===== src/rtl/freq_avg_sequencer_if.sv =====
// -----------------------------------------------------------------------------
// freq_avg_sequencer_if
//
// Register-file bus between the averaging sequencer and the sample reg_file.
// The write port is driven by the sequencer whenever a new measurement is
// accepted. The read port is combinational: data_r must reflect the entry at
// address_r in the same cycle.
//
// Signals:
//   we         sequencer -> reg_file   write enable
//   address_w  sequencer -> reg_file   write address (ring write pointer)
//   data_w     sequencer -> reg_file   write data (measurement value)
//   address_r  sequencer -> reg_file   read address
//   data_r     reg_file  -> sequencer  read data, same cycle as address_r
//
// Modports:
//   master  sequencer side
//   slave   reg_file side
// -----------------------------------------------------------------------------
interface freq_avg_sequencer_if #(
    parameter int ADDR_WIDTH = 2,
    parameter int DATA_WIDTH = 25
);
    logic                  we;
    logic [ADDR_WIDTH-1:0] address_w;
    logic [DATA_WIDTH-1:0] data_w;
    logic [ADDR_WIDTH-1:0] address_r;
    logic [DATA_WIDTH-1:0] data_r;

    modport master (
        output we,
        output address_w,
        output data_w,
        output address_r,
        input  data_r
    );

    modport slave (
        input  we,
        input  address_w,
        input  data_w,
        input  address_r,
        output data_r
    );
endinterface


===== src/rtl/freq_avg_sequencer.sv =====
// -----------------------------------------------------------------------------
// freq_avg_sequencer
//
// Sequences the sample buffer and the averaging path of the frequency meter.
// Every completed period measurement is written into a ring of 2^ADDR_WIDTH
// reg_file entries. On each averaging tick the valid entries are read back,
// summed, and divided by the entry count with a bit-serial restoring divider.
// The result is published on avg with a one-cycle avg_valid pulse.
//
// Ports:
//   clk         system clock, all state on the rising edge
//   reset_n     asynchronous active-low reset
//   enable      run control; low forces IDLE and clears the buffer state
//   meas_done   one-cycle pulse, meas_value holds a new sample
//   meas_value  sample from the measurement unit
//   tick        one-cycle averaging-period pulse
//   rf          reg_file bus (master side): we/address_w/data_w/address_r/data_r
//   avg         last published average (registered)
//   avg_valid   one-cycle pulse while avg has just been updated
//   fill_count  number of valid buffer entries, 0..DEPTH
//   stale       no sample seen for TIMEOUT_TICKS consecutive ticks
//   busy        high while an average is in flight (ACCUM, DIVIDE, PUBLISH)
//
// Latency from the tick cycle T: avg_valid in T+1+n+W for n > 0 entries,
// T+1 for an empty buffer, where W = DATA_WIDTH+ADDR_WIDTH.
// -----------------------------------------------------------------------------
module freq_avg_sequencer #(
    parameter int ADDR_WIDTH    = 2,
    parameter int DATA_WIDTH    = 25,
    parameter int TIMEOUT_TICKS = 4
) (
    input  logic                  clk,
    input  logic                  reset_n,
    input  logic                  enable,
    input  logic                  meas_done,
    input  logic [DATA_WIDTH-1:0] meas_value,
    input  logic                  tick,
    freq_avg_sequencer_if.master  rf,
    output logic [DATA_WIDTH-1:0] avg,
    output logic                  avg_valid,
    output logic [ADDR_WIDTH:0]   fill_count,
    output logic                  stale,
    output logic                  busy
);

    localparam int DEPTH     = 1 << ADDR_WIDTH;
    localparam int ACC_W     = DATA_WIDTH + ADDR_WIDTH;   // also the divide length
    localparam int CNT_W     = $clog2(TIMEOUT_TICKS + 1);
    localparam int DIV_CNT_W = $clog2(ACC_W);
    localparam int REM_W     = ADDR_WIDTH + 1;

    typedef enum logic [2:0] {
        S_IDLE,
        S_WAIT,
        S_ACCUM,
        S_DIVIDE,
        S_PUBLISH
    } state_t;

    state_t                 state_q, state_d;

    // Buffer bookkeeping
    logic [ADDR_WIDTH-1:0]  wptr_q;
    logic [ADDR_WIDTH:0]    fill_q;
    logic [CNT_W-1:0]       stale_cnt_q;

    // Averaging datapath
    logic [ADDR_WIDTH:0]    n_q;          // entry count snapshot for this average
    logic [ACC_W-1:0]       acc_q;        // sum, then dividend/quotient shift register
    logic [REM_W-1:0]       rem_q;        // divider partial remainder, always < n_q
    logic [DIV_CNT_W-1:0]   div_cnt_q;
    logic [ADDR_WIDTH-1:0]  rd_addr_q;
    logic [DATA_WIDTH-1:0]  avg_q;

    logic                   write_en;
    logic                   stale_hit;
    logic [ADDR_WIDTH:0]    n_eff;
    logic                   last_read;
    logic [ACC_W-1:0]       acc_sum;
    logic [REM_W:0]         div_shifted;
    logic                   div_ge;
    logic [REM_W-1:0]       rem_nxt;
    logic [ACC_W-1:0]       quo_nxt;

    // -------------------------------------------------------------------------
    // Write path and stale detection
    // -------------------------------------------------------------------------
    assign write_en = meas_done & enable;

    // This tick completes the timeout run. A sample in the same cycle clears
    // the counter instead, so a hit never coincides with a write.
    assign stale_hit = enable & tick & ~meas_done &
                       (stale_cnt_q >= CNT_W'(TIMEOUT_TICKS - 1));

    // Entry count a tick in this cycle would average over: the pre-edge
    // fill level, or zero when this very tick declares the buffer stale.
    assign n_eff = stale_hit ? '0 : fill_q;

    always_ff @(posedge clk or negedge reset_n) begin
        if (!reset_n) begin
            wptr_q      <= '0;
            fill_q      <= '0;
            stale_cnt_q <= '0;
        end else if (!enable) begin
            wptr_q      <= '0;
            fill_q      <= '0;
            stale_cnt_q <= '0;
        end else begin
            if (write_en) begin
                wptr_q      <= wptr_q + ADDR_WIDTH'(1);
                stale_cnt_q <= '0;
                if (fill_q != (ADDR_WIDTH + 1)'(DEPTH)) begin
                    fill_q <= fill_q + (ADDR_WIDTH + 1)'(1);
                end
            end else if (tick) begin
                if (stale_cnt_q != CNT_W'(TIMEOUT_TICKS)) begin
                    stale_cnt_q <= stale_cnt_q + CNT_W'(1);
                end
                if (stale_hit) begin
                    wptr_q <= '0;
                    fill_q <= '0;
                end
            end
        end
    end

    // -------------------------------------------------------------------------
    // Accumulate and restoring-divide step logic
    // -------------------------------------------------------------------------
    assign acc_sum   = acc_q + ACC_W'(rf.data_r);
    assign last_read = (({1'b0, rd_addr_q} + (ADDR_WIDTH + 1)'(1)) == n_q);

    // One quotient bit per cycle: shift the next dividend bit into the
    // remainder, subtract n when it fits, and shift the outcome into acc_q.
    assign div_shifted = {rem_q, acc_q[ACC_W-1]};
    assign div_ge      = (div_shifted >= {1'b0, n_q});
    assign rem_nxt     = div_ge ? REM_W'(div_shifted - {1'b0, n_q})
                                : REM_W'(div_shifted);
    assign quo_nxt     = {acc_q[ACC_W-2:0], div_ge};

    // -------------------------------------------------------------------------
    // FSM
    // -------------------------------------------------------------------------
    always_ff @(posedge clk or negedge reset_n) begin
        if (!reset_n) begin
            state_q <= S_IDLE;
        end else begin
            state_q <= state_d;
        end
    end

    always_comb begin
        state_d = state_q;
        case (state_q)
            S_IDLE: begin
                if (enable) state_d = S_WAIT;
            end
            S_WAIT: begin
                if (tick) state_d = (n_eff == '0) ? S_PUBLISH : S_ACCUM;
            end
            S_ACCUM: begin
                if (last_read) state_d = S_DIVIDE;
            end
            S_DIVIDE: begin
                if (div_cnt_q == DIV_CNT_W'(ACC_W - 1)) state_d = S_PUBLISH;
            end
            S_PUBLISH: begin
                state_d = S_WAIT;
            end
            default: begin
                state_d = S_IDLE;
            end
        endcase
        // Run control overrides everything; an in-flight average is dropped.
        if (!enable) state_d = S_IDLE;
    end

    // -------------------------------------------------------------------------
    // Datapath registers, keyed on the transition being taken so that an
    // enable drop never loads avg.
    // -------------------------------------------------------------------------
    always_ff @(posedge clk or negedge reset_n) begin
        if (!reset_n) begin
            n_q       <= '0;
            acc_q     <= '0;
            rem_q     <= '0;
            div_cnt_q <= '0;
            rd_addr_q <= '0;
            avg_q     <= '0;
        end else begin
            case (state_q)
                S_WAIT: begin
                    if (state_d == S_ACCUM) begin
                        n_q       <= n_eff;
                        acc_q     <= '0;
                        rem_q     <= '0;
                        div_cnt_q <= '0;
                        rd_addr_q <= '0;
                    end else if (state_d == S_PUBLISH) begin
                        avg_q <= '0;
                    end
                end
                S_ACCUM: begin
                    acc_q     <= acc_sum;
                    rd_addr_q <= rd_addr_q + ADDR_WIDTH'(1);
                end
                S_DIVIDE: begin
                    acc_q     <= quo_nxt;
                    rem_q     <= rem_nxt;
                    div_cnt_q <= div_cnt_q + DIV_CNT_W'(1);
                    if (state_d == S_PUBLISH) begin
                        avg_q <= quo_nxt[DATA_WIDTH-1:0];
                    end
                end
                default: begin
                end
            endcase
        end
    end

    // -------------------------------------------------------------------------
    // Outputs
    // -------------------------------------------------------------------------
    assign rf.we        = write_en;
    assign rf.address_w = wptr_q;
    assign rf.data_w    = meas_value;
    assign rf.address_r = rd_addr_q;

    assign avg        = avg_q;
    assign avg_valid  = (state_q == S_PUBLISH);
    assign busy       = (state_q == S_ACCUM) || (state_q == S_DIVIDE) ||
                        (state_q == S_PUBLISH);
    assign fill_count = fill_q;
    assign stale      = (stale_cnt_q == CNT_W'(TIMEOUT_TICKS));

endmodule


===== src/flat_wrapper.sv =====
// flat-port wrapper written by rule: the top's interface ports become plain ports
module freq_avg_sequencer_flat 
#(
    parameter int ADDR_WIDTH    = 2,
    parameter int DATA_WIDTH    = 25,
    parameter int TIMEOUT_TICKS = 4
)
  (clk, reset_n, enable, meas_done, meas_value, tick, avg, avg_valid, fill_count, stale, busy, rf_we, rf_address_w, rf_data_w, rf_address_r, rf_data_r);
  freq_avg_sequencer_if #(.ADDR_WIDTH(ADDR_WIDTH), .DATA_WIDTH(DATA_WIDTH)) rf_i ();
  input  logic clk;
  input  logic reset_n;
  input  logic enable;
  input  logic meas_done;
  input  logic [DATA_WIDTH-1:0] meas_value;
  input  logic tick;
  output logic [DATA_WIDTH-1:0] avg;
  output logic avg_valid;
  output logic [ADDR_WIDTH:0] fill_count;
  output logic stale;
  output logic busy;
  output wire logic [$bits(rf_i.we)-1:0] rf_we;
  output wire logic [$bits(rf_i.address_w)-1:0] rf_address_w;
  output wire logic [$bits(rf_i.data_w)-1:0] rf_data_w;
  output wire logic [$bits(rf_i.address_r)-1:0] rf_address_r;
  input wire logic [$bits(rf_i.data_r)-1:0] rf_data_r;
  assign rf_we = rf_i.we;
  assign rf_address_w = rf_i.address_w;
  assign rf_data_w = rf_i.data_w;
  assign rf_address_r = rf_i.address_r;
  assign rf_i.data_r = rf_data_r;
  freq_avg_sequencer #(.ADDR_WIDTH(ADDR_WIDTH), .DATA_WIDTH(DATA_WIDTH), .TIMEOUT_TICKS(TIMEOUT_TICKS)) u_core (.clk(clk), .reset_n(reset_n), .enable(enable), .meas_done(meas_done), .meas_value(meas_value), .tick(tick), .rf(rf_i), .avg(avg), .avg_valid(avg_valid), .fill_count(fill_count), .stale(stale), .busy(busy));
endmodule

===== config.mk =====
export PLATFORM = sky130hd
export DESIGN_NAME = freq_avg_sequencer_flat
export DESIGN_NICKNAME = d
export VERILOG_FILES = /design/src/rtl/freq_avg_sequencer_if.sv /design/src/rtl/freq_avg_sequencer.sv /design/src/flat_wrapper.sv
export SDC_FILE = /design/constraint.sdc
export NUM_CORES = 1
export LEC_CHECK = 0
export CORE_UTILIZATION = 30
export CTS_BUF_LIST = sky130_fd_sc_hd__clkbuf_8
export CTS_CLUSTER_SIZE = 24
export DETAILED_ROUTE_END_ITERATION = 10
export PLACE_DENSITY = 0.5
export SYNTH_ARGS = -nofsm -noshare
export SYNTH_HDL_FRONTEND = slang
export SYNTH_SLANG_ARGS = --single-unit

===== constraint.sdc =====
create_clock -name clk -period 3.55 [get_ports clk]
set_clock_uncertainty 0.1 [all_clocks]
set_input_delay 0.5325 -clock clk [delete_from_list [all_inputs] [get_ports clk]]
set_output_delay 0.5325 -clock clk [all_outputs]
set_load 0.02 [all_outputs]

==> results.sh <==
export IMPL_outcome="finished, final reports clean"
export IMPL_drt_iter0_drc=215
export IMPL_syn_nets=690
export IMPL_synthArstFlopShare_pct=100
export IMPL_pwr_share_seq_pct=33.4
export IMPL_worstSetupStartpoint="rf_data_r[0]"
export IMPL_power_total_uw=4020
export IMPL_dpl_worst_slack_ns=-0.0125
export IMPL_synth_edff_count=0
export IMPL_fin_crit_sh_pct=92.0
export IMPL_critical_path_class="input port to flip-flop"
export IMPL_num_rows=47
export IMPL_r2r_cells=9
export IMPL_power_internal_uw=2280
export IMPL_rrSetupSlack_ns=0.44
export IMPL_gr_total_overflow=0
export IMPL_start_util_pct=30.9
export IMPL_cp_depth=10
export IMPL_r2r_end="u_core.acc_q[22]"
export IMPL_viasPerCell=5.17
export IMPL_cts_tree="built"
export IMPL_fin_nets=724
export IMPL_die_height_um=133
export IMPL_path_cells="clkdlybuf4s50_1 > ha_1 > fa_1 > a211oi_2 > o211ai_2 > a221oi_4 > o31ai_4 > a311oi_1 > xor2_1 > o211ai_1"
export IMPL_syn2layout_area_growth_pct=16.7
export IMPL_synth_top_cell_area_share_pct=36.9
export IMPL_grt_pass1_vias=4378
export IMPL_crit_path_max_incr_delay_ns=0.46
export IMPL_synth_area_mm2=0.00515
export IMPL_vdd_drop_max_mv=0.321
export IMPL_drive_gt1_share_pct=7.08
export IMPL_die_area_mm2=0.0177
export IMPL_drv_cap=0
export IMPL_final_cells=856
export IMPL_leakagePower_uw=0.00265
export IMPL_ios=116
export IMPL_critPathArrivalTime_ns=3.41
export IMPL_grt_setup_unrepaired="false"
export IMPL_finalCriticalPeriod_ns=3.27
export IMPL_power_switching_uw=1740
export IMPL_cts_hold_buffers=0
export IMPL_htreeDepth=3
export IMPL_drv_slew=0
export IMPL_synth_area_leader_cell="dfrtp_1"
export IMPL_ys_ff_latch=76
export IMPL_die_w_um=133
export IMPL_cts_made_buffers=9
export IMPL_clk_pin_slew_ns=0.09
export IMPL_drtPass1Iterations=5
export IMPL_ant_nets=0
export IMPL_synth_fa_ha_area_share_pct=9.51
export IMPL_timing_final_hold_violations=0
export IMPL_avgSynthCellArea_um2=8.63
export IMPL_cts_sinks=76
export IMPL_cts_resized=0
export IMPL_synthTopCellsByCount="100 x nand2_1, 76 x dfrtp_1, 48 x o21ai_0"
export IMPL_synth_simple_area_share_pct=19.7
export IMPL_worstPathRequired_ns=3.70
export IMPL_grt_use_total_pct=16.1
export IMPL_r2r_start="u_core.acc_q[0]"
export IMPL_tightest_slew_ns=1.08
export IMPL_grt_pass1_wl_um=22300
export IMPL_synthXorXnorAreaFrac_pct=4.08
export IMPL_startpoint_type="input port"
export IMPL_num_vias=4427
export IMPL_root_buffer="clkbuf_8"
export IMPL_syn_instance_count=597
export IMPL_synth_compound_area_share_pct=21.5
export IMPL_dp_cells=840
export IMPL_cts_buffer_depth=2
export IMPL_maxSlewHeadroom_pct=27.6
export IMPL_fmax_ghz=0.306
export IMPL_ys_flop_type="dfrtp_1"
export IMPL_antenna_cells=0
export IMPL_p_per_area_mw_per_mm2=668
export IMPL_grt_max_degree=77
export IMPL_muxShareOfSynthArea_pct=0.801
export IMPL_switching_share_pct=43.4
export IMPL_synth_most_common_cell="nand2_1"
export IMPL_finalWeightedCongestion=0.874
export IMPL_drt_wl_total_um=13600
export IMPL_synthTopCellsByArea="dfrtp_1 37%, ha_1 8.7%, nand2_1 7.3%, o21ai_0 4.7%, buf_4 3.8%"
export IMPL_synth_top_family_by_area="compound AO/OA/AOI/OAI gates"
export IMPL_port_buffers=65
export IMPL_fillers=1752
export IMPL_finalSetupViolCount=0
export IMPL_post_cts_buffers=0
export IMPL_crit_slowest_cell="fa_1"
export IMPL_cp_end_kind="flip-flop"
export IMPL_grt_antenna_before_repair=0
export IMPL_wire_per_inst_um=15.9
export IMPL_ys_types=70
export IMPL_setup_ws_ns=0.284
export IMPL_pwr_share_clk_pct=17.5
export IMPL_final_core_util_pct=36.0
export IMPL_synth_yosys_seq_area_share_pct=36.9
export IMPL_timing_critical_path_max_delay_family="compound AO/OA/AOI/OAI gates"
export IMPL_cp_buffers_inverters=1
export IMPL_ys_warn_count=0
export IMPL_core_area_mm2=0.0167
export IMPL_hpwl_um=9830
export IMPL_insertion_delay_ns=0.38
export IMPL_hp_class="input port to async pin"
export IMPL_drc=0
export IMPL_pwr_share_comb_pct=49.2
export IMPL_cp_max_fo=5
export IMPL_cp_endpoint="u_core.acc_q[22]"
final cells by class:
type	count	area [um^2]	area share [%]
clock buffers	10	138	2.29
clock inverters	6	63.8	1.06
inverters	18	67.6	1.12
multi-input cells	453	2860	47.6
flip-flops and latches	76	1900	31.6
well taps	220	275	4.57
repair buffers	73	708	11.8
metrics by stage:
step / hold WS [ns] / setup TNS (ns) / instance area (um^2)
after CTS: 0.276 / 0 / 6020
final: 0.221 / 0 / 6020
after global placement: 0.350 / 0 / 5820
after floorplan: 0.137 / 0 / 5150
after detailed placement: 0.356 / -0.0125 / 5820
after global routing: 0.325 / 0 / 6020
cell usage in the layout (no fill, tap or decap), types with 3 or more instances in the layout:
master	Yosys	layout
o21a_1	4	4
ha_1	36	36
a211oi_1	6	6
o211ai_1	11	11
o21ai_1	7	7
nand2b_1	8	8
and2_1	7	7
xnor2_1	13	13
nor3_1	5	5
clkbuf_8	0	10
a31oi_1	4	4
mux2i_1	3	3
nor2_1	39	39
and3_1	3	3
buf_4	26	9
nor2b_1	3	3
inv_1	16	17
nand4_1	4	4
clkdlybuf4s50_1	0	64
dfrtp_1	76	76
a21o_1	11	11
a21oi_1	38	38
nand2_1	100	100
o31ai_1	3	3
xor2_1	11	11
nand3_1	38	38
o21ai_0	48	48
a221oi_2	3	3
registers in the layout (all words and copies together), names as in the netlist:
| signal | cells |
|---|---|
| u_core.div_cnt_q | 5 |
| u_core.stale_cnt_q | 3 |
| u_core.acc_q | 27 |
| u_core.rem_q | 3 |
| u_core.avg | 25 |
| u_core.fill_count | 3 |
| u_core.rf.address_w | 2 |
| u_core.n_q | 3 |
| u_core.state_q | 3 |
| u_core.rf.address_r | 2 |
power groups by stage:
stage                     clock (uW)  combinational [uW]  sequential, uW
after floorplan                    0                1510            1310
after global placement             0                1920            1350
after detailed placement           0                1960            1360
after CTS                        733                1980            1340
after global routing             765                2220            1380
final                            701                1980            1340
worst register-to-register path, delay by kind of cell (launching register included):
| kind | cells | cell delay [ns] |
|---|---|---|
| fa+ha+maj | 2 | 0.71 |
| flops | 1 | 0.42 |
| xor+xnor | 1 | 0.23 |
| compound gates | 6 | 1.51 |
cell families (layout without fill, tap and decap cells):
logic type | Yosys count | in the layout
XOR/XNOR | 24 | 24
flip-flops | 76 | 76
adder cells (fa/ha/maj) | 38 | 38
AND/OR/NAND/NOR | 221 | 221
multiplexers | 4 | 4
AO/OA/AOI/OAI | 166 | 166
buffers and inverters | 68 | 107
worst min path at each step:
| stage | start | to | cells past startpoint |
|---|---|---|---|
| 4_1_cts | reset_n | u_core.stale_cnt_q[0] | 1 |
| 2_1_floorplan | reset_n | u_core.acc_q[0] | 0 |
| 5_1_grt | reset_n | u_core.acc_q[20] | 1 |
| 3_5_place_dp | u_core.avg[7] | u_core.avg[7] | 2 |
| 3_3_place_gp | u_core.avg[16] | u_core.avg[16] | 2 |
| 6_report | reset_n | u_core.acc_q[11] | 1 |
metal layers:
metal / global-route usage (%) / part of all wire (%) / wire [um]
met1: 21.4 / 47 / 6410
met2: 25.0 / 45 / 6160
met3: 2.95 / 5.0 / 680
met4: 8.11 / 2.5 / 345
met5: 0 / 0 / 0
No activity file was read; power rests on OpenSTA's default activity.
